--- config.mk ---
export PLATFORM = sky130hd
export DESIGN_NAME = svc_rv_soc_run_ctrl
export DESIGN_NICKNAME = d
export VERILOG_FILES = /design/src/rtl/svc_rv_soc_run_ctrl.sv
export SDC_FILE = /design/constraint.sdc
export NUM_CORES = 1
export LEC_CHECK = 0
export ABC_AREA = 0
export CAP_MARGIN = 20
export CORE_MARGIN = 3
export CORE_UTILIZATION = 35
export CTS_CLUSTER_SIZE = 8
export DETAILED_ROUTE_END_ITERATION = 12
export PLACE_DENSITY_LB_ADDON = 0.25
export SLEW_MARGIN = 20
export SYNTH_ARGS = -nofsm -noshare
export SYNTH_HDL_FRONTEND = slang
export SYNTH_SLANG_ARGS = --single-unit
--- constraint.sdc ---
create_clock -name clk -period 4.41 [get_ports clk]
set_input_delay 0.441 -clock clk [delete_from_list [all_inputs] [get_ports clk]]
set_output_delay 0.441 -clock clk [all_outputs]
set_load 0.03 [all_outputs]
--- src/rtl/svc_rv_soc_run_ctrl.sv ---
// Run controller for the BRAM RISC-V SoC demo.
// Sequences SoC reset, times runs to ebreak, aborts runaways.
module svc_rv_soc_run_ctrl #(
  parameter int CYCLE_W    = 32,
  parameter int RST_CYCLES = 4,
  parameter int TIMEOUT    = 1000000,
  parameter bit AUTO_START = 1'b1
) (
  input  logic               clk,
  input  logic               rst_n,
  input  logic               start,
  input  logic               ebreak,
  output logic               soc_rst_n,
  output logic               running,
  output logic               done,
  output logic               timeout,
  output logic [CYCLE_W-1:0] cycles,
  output logic [7:0]         run_count
);

  localparam int HW = (RST_CYCLES > 1) ? $clog2(RST_CYCLES) : 1;

  typedef enum logic [2:0] {
    S_IDLE,
    S_HOLD,
    S_RUN,
    S_DONE,
    S_TMO
  } state_t;

  localparam state_t S_INIT = AUTO_START ? S_HOLD : S_IDLE;

  state_t state, state_nx;

  logic [HW-1:0]      hold_cnt, hold_cnt_d;
  logic [CYCLE_W-1:0] cnt, cnt_d, cnt_inc;
  logic [CYCLE_W-1:0] cycles_d;
  logic [7:0]         run_count_d;
  logic               soc_rst_n_d;
  logic               running_d;
  logic               done_d;
  logic               timeout_d;
  logic               hold_last;
  logic               finish;

  assign cnt_inc   = cnt + 1'b1;
  assign hold_last = (hold_cnt == HW'(RST_CYCLES - 1));

  // State, counters and every output are flops.
  always_ff @(posedge clk or negedge rst_n) begin
    if (!rst_n) begin
      state     <= S_INIT;
      hold_cnt  <= '0;
      cnt       <= '0;
      soc_rst_n <= 1'b0;
      running   <= 1'b0;
      done      <= 1'b0;
      timeout   <= 1'b0;
      cycles    <= '0;
      run_count <= '0;
    end else begin
      state     <= state_nx;
      hold_cnt  <= hold_cnt_d;
      cnt       <= cnt_d;
      soc_rst_n <= soc_rst_n_d;
      running   <= running_d;
      done      <= done_d;
      timeout   <= timeout_d;
      cycles    <= cycles_d;
      run_count <= run_count_d;
    end
  end

  // Next state: ebreak takes priority over timeout in RUN.
  always_comb begin
    state_nx = state;
    unique case (state)
      S_IDLE: if (start) state_nx = S_HOLD;
      S_HOLD: if (hold_last) state_nx = S_RUN;
      S_RUN: begin
        if (ebreak) state_nx = S_DONE;
        else if (cnt_inc == CYCLE_W'(TIMEOUT)) state_nx = S_TMO;
      end
      S_DONE: if (start) state_nx = S_HOLD;
      S_TMO:  if (start) state_nx = S_HOLD;
      default: state_nx = S_IDLE;
    endcase
  end

  // Register inputs derived from the upcoming state.
  always_comb begin
    finish      = (state == S_RUN) && (state_nx != S_RUN);
    soc_rst_n_d = (state_nx == S_RUN) || (state_nx == S_DONE) ||
                  (state_nx == S_TMO);
    running_d   = (state_nx == S_RUN);
    done_d      = (state_nx == S_DONE);
    timeout_d   = (state_nx == S_TMO);
    hold_cnt_d  = '0;
    if ((state == S_HOLD) && (state_nx == S_HOLD))
      hold_cnt_d = hold_cnt + 1'b1;
    cnt_d = '0;
    if ((state == S_RUN) && (state_nx == S_RUN))
      cnt_d = cnt_inc;
    cycles_d = cycles;
    if (finish)
      cycles_d = cnt_inc;
    run_count_d = run_count;
    if (finish && (run_count != 8'hFF))
      run_count_d = run_count + 8'd1;
  end

endmodule

# Yosys cells after proc, flatten, opt, wreduce, memory -nomap -nowiden
# Cells that the tools add are included.
# word_totals
inputBits	4
out_inout_bits	44
reg_bits	81
elab_cells	39
# op_classes
eq_ne	12
muxes	7
add_sub_neg	3
reduce_logical	8
# op_table
op	count
adder 32 x 1 -> 32 bit, second input constant	1
equality test 32 x 20 -> 1 bit, second input constant	1
2-to-1 mux 32 bit	1
equality test 3 x 2 -> 1 bit, second input constant	4
2-to-1 mux 3 bit	4
one-hot mux 3 bit (3 select lines)	1
adder 8 x 1 -> 8 bit, second input constant	1
inequality test 8 bit, second input constant	1
equality test 3 x 1 -> 1 bit, second input constant	2
equality test 3 bit, second input constant	2
logical AND 1 bit	4
zero test 3 bit	1
inequality test 3 x 2 -> 1 bit, second input constant	1
OR reduction 3 bit	1
adder 2 x 1 -> 2 bit, second input constant	1
equality test 2 bit, second input constant	1
logical OR 1 bit	2
2-to-1 mux 2 bit	1

# Longest topological paths before layout
# logic_depth
word_depth	8
depth_mapped	11
ltp_nobuf	9

# Least setup slack after synthesis
# No wires, ideal clock.
# synth_path
kind	flip-flop to flip-flop
start	register cnt[0]
end	register run_count[1]
n_path_buf	1
setup_ns	0.125
required_time_ns	4.285
period_less_slack_ns	3.094
arrival_ns	2.969
stages_incl_launch_ff	11
setup_slack_ns	1.316
cell_sequence	dfrtp_1 -> ha_1 -> nand3_1 -> or4_4 -> or3_1 -> mux2i_1 -> a31o_2 -> a41oi_4 -> buf_6 -> nor2_4 -> mux2_4
# synth_via
elab_chain_len	8
# synth_lines
element	line_no	rtl
start, declared	36	logic [CYCLE_W-1:0] cnt, cnt_d, cnt_inc;
start signal, assigned	64	cnt <= cnt_d;
adder 32 x 1 -> 32 bit	46	assign cnt_inc = cnt + 1'b1;
equality test 32 x 20 -> 1 bit	82	else if (cnt_inc == CYCLE_W'(TIMEOUT)) state_nx = S_TMO;
2-to-1 mux 3 bit	82	
2-to-1 mux 3 bit	81	if (ebreak) state_nx = S_DONE;
one-hot mux 3 bit (3 select lines)	77	unique case (state)
inequality test 3 x 2 -> 1 bit	92	finish = (state == S_RUN) && (state_nx != S_RUN);
logical AND 1 bit	92	
logical AND 1 bit	108	if (finish && (run_count != 8'hFF))
end signal, assigned	70	run_count <= run_count_d;
end, declared	18	output logic [7:0] run_count
# Every way passes these cells.
# A chain may end at the register's enable or synchronous reset.

# Worst setup path after layout
# layout_path
start	register cnt[0]
end	register run_count[7]
# The elaborated chain is that of the path after synthesis.

==> impl_metrics.yaml <==
global_routing:
  grt_pass1_wl_um: 16500
  grt_max_degree: 82
  grt_use_total_pct: 15.7
  gr-total-overflow: 0
  antenna_found_initial: 0
  grt_pass1_vias: 3278
power_and_ir_drop:
  p_comb_share_pct: 33.0
  p_int_w: 0.00175
  switching_power_w: 0.000865
  p_total_w: 0.00261
  vdd_drop_max_v: 0.000268
  power_density_mw_per_mm2: 522
  swShare_pct: 33.1
  pwr-share-clk_pct: 28.7
  seqPwrFrac_pct: 38.4
  power.static_leakage_nw: 1.96
layout:
  fillers: 1138
  nNetsFinal: 449
  drive_gt1_share_pct: 11.9
  antennaDiodeCount: 0
  area_delta_synth_final_pct: 20.6
synthesis:
  synth_compound_area_share_pct: 10.4
  synth_xor_xnor_area_share_pct: 6.55
  synthArstFlopShare_pct: 100
  synth_area_sq_mm: 0.00415
  synthTopCellsByArea: "dfrtp_1 48%, o22a_1 5.5%, xnor2_1 4.4%"
  yosysMostFrequentCell: "dfrtp_1"
  synth_ff_type: "dfrtp_1"
  synth_nets: 409
  synth.avg_cell_area_sq_um: 10.3
  yosysSeqAreaShare_pct: 48.9
  yosys-top-cells-count: "80 x dfrtp_1, 48 x nand2_1, 40 x nor2_1, 26 x o22a_1, 21 x xnor2_1"
  synth-seq-cells: 81
  yosys_warnings: 0
  synth_fa_ha_area_share_pct: 0.906
  synth_top_family_by_area: "simple AND/OR/NAND/NOR gates"
  synth_cells: 402
  synth_top_area_share_pct: 48.3
  synth_top_area_cell: "dfrtp_1"
  synthMuxAreaShare_pct: 5.04
  synth_edf_count: 0
  synth_cell_types: 54
  yosys.area_share.simple_pct: 24.2
clock_tree:
  insertion_delay_ns: 0.33
  htreeDepth: 3
  cts_buffers: 9
  cts.sinks: 81
  root_buffer: "clkbuf_16"
  cts_setup_buffers: 0
  cts_tree: "yes"
  clockBufferDepth: 2
  clk_pin_slew_ns: 0.06
  holdBufCountCts: 0
  ctsResizeCount: 0
floorplan:
  io_pins: 48
  fp.dieW_um: 115
  initial_core_util_pct: 36.0
  die_h_um: 115
  rows: 39
  core-area_sq_mm: 0.0115
  fp.dieArea_sq_mm: 0.0132
routing:
  ant_nets: 0
  drt-met1-wl_um: 4610
  drt_first_pass_iters: 4
  drcViolationCount: 0
  top_layer_used: "met4"
  vias: 3116
  vias_per_cell: 5.28
  drt-initial-drc-count: 183
  wl_met3_um: 343
  wl_um: 9590
  wl_met2_um: 4470
  wl_per_cell_um: 16.2
sta:
  tightest_slew_ns: 0.954
  slew_headroom_pct: 36.4
  period_share_pct: 85.6
  rsz0062_at_grt: "false"
  skew_ns: 0.00593
  tns_ns: 0
  final-setup-viol-count: 0
  clock.fmax_ghz: 0.265
  drv_slew: 0
  hold_viol_final: 0
  fin_crit_ns: 3.78
setup_path:
  cp_max_fo: 33
  worstPathArrival_ns: 3.99
  critPathKind: "reg2reg"
  timing.rr.start: "cnt[0]"
  cp.required_ns: 4.63
  worst_setup_path_end_kind: "register"
  startpoint_type: "register"
  critPathLaunch: "cnt[0]"
  ff2ff_setup_slack_ns: 0.63
min_path:
  hold_path.class: "in2async"
place:
  place_congestion: 0.871
  numPortBuffers: 47
  place.detailed.hpwl_um: 6610
job:
  maxCapViolCount: 0
run_status:
  status: "finished clean"
-- logic make-up (layout without fill, tap and decap cells) --
kind of cell / after synthesis / count (layout)
simple gates: 184 / 184
flops: 81 / 81
compound gates: 53 / 53
buf+inv: 32 / 77
xor+xnor: 31 / 31
mux: 18 / 18
fa+ha+maj: 3 / 3
-- per-stage QoR --
step | util, % | instance area [sq um] | setup WS, ns | hold slack [ns] | instances
6_report | 43.4 | 5000 | 0.634 | 0.133 | 590
3_5_place_dp | 40.8 | 4700 | 0.653 | 0.450 | 574
2_1_floorplan | - | 4150 | 1.32 | 0.145 | 402
4_1_cts | 43.4 | 4990 | 0.632 | 0.332 | 590
3_3_place_gp | 40.8 | 4700 | 0.680 | 0.430 | 574
5_1_grt | 43.4 | 5000 | 0.311 | 0.212 | 590
-- flip-flops by register name, indices dropped and copies added, names as in the netlist --
| signal | count |
|---|---|
| cnt | 32 |
| cycles | 32 |
| done | 1 |
| hold_cnt | 2 |
| run_count | 8 |
| running | 1 |
| soc_rst_n | 1 |
| state | 3 |
| timeout | 1 |
-- routing by layer --
metal	global-route usage, %	up-vias
met3	3.32	12
met5	0	-
met1	21.8	1531
met4	5.95	0
met2	24.3	68
li1	-	1505
-- worst max-delay path, stage by stage (launching register included) --
cell and delay (ns):
dfrtp_1 0.51, ha_1 0.34, nand3_1 0.29, nor4_4 0.61
a31o_2 0.29, nand3_1 0.11, nor4_2 0.37, a41oi_4 0.17
buf_4 0.29, nor4_2 0.32, mux2_1 0.35
-- power groups by stage --
stage	Combinational (W)	Sequential [W]	Clock [W]
global route	0.000918	0.00103	0.000810
detailed placement	0.000871	0.00102	0
global placement	0.000860	0.00102	0
CTS	0.000875	0.00101	0.000770
finish	0.000861	0.00100	0.000749
floorplan	0.000245	0.00128	0
-- area by class of cell --
type	instances	area, sq um	area share (%)
clock inverters	5	55.1	1.10
well taps	143	179	3.58
flip-flops and latches	81	2030	40.6
repair buffers	51	502	10.0
clock buffers	11	243	4.85
inverters	10	37.5	0.751
multi-input cells	289	1960	39.1
-- cell usage in the layout, fill, tap and decap left out, drive strengths merged, types with 4 or more instances in the layout --
cell and instances:
nor4 12, or2 4, inv 10, nand2 48, buf 5, mux2i 7, mux2 11, nand3 20
o22a 26, clkbuf 11, nand2b 6, or3 6, xnor2 21, nand4 15, a21oi 6, dfrtp 80
and3 7, nor3 9, nor2b 5, o21ai 6, nor2 42, clkdlybuf4s50 46, xor2 10
-- final timing paths --
kind | end | cells after the start
setup / recovery | run_count[7] | 10
setup reg to reg | run_count[7] | 10
min in group clk | hold_cnt[0] | 1
hold reg to reg | hold_cnt[0] | 1
hold / removal | cycles[8] | 1
max in group asynchronous | cycles[13] | 1
Power figures use the tool's default switching activity.
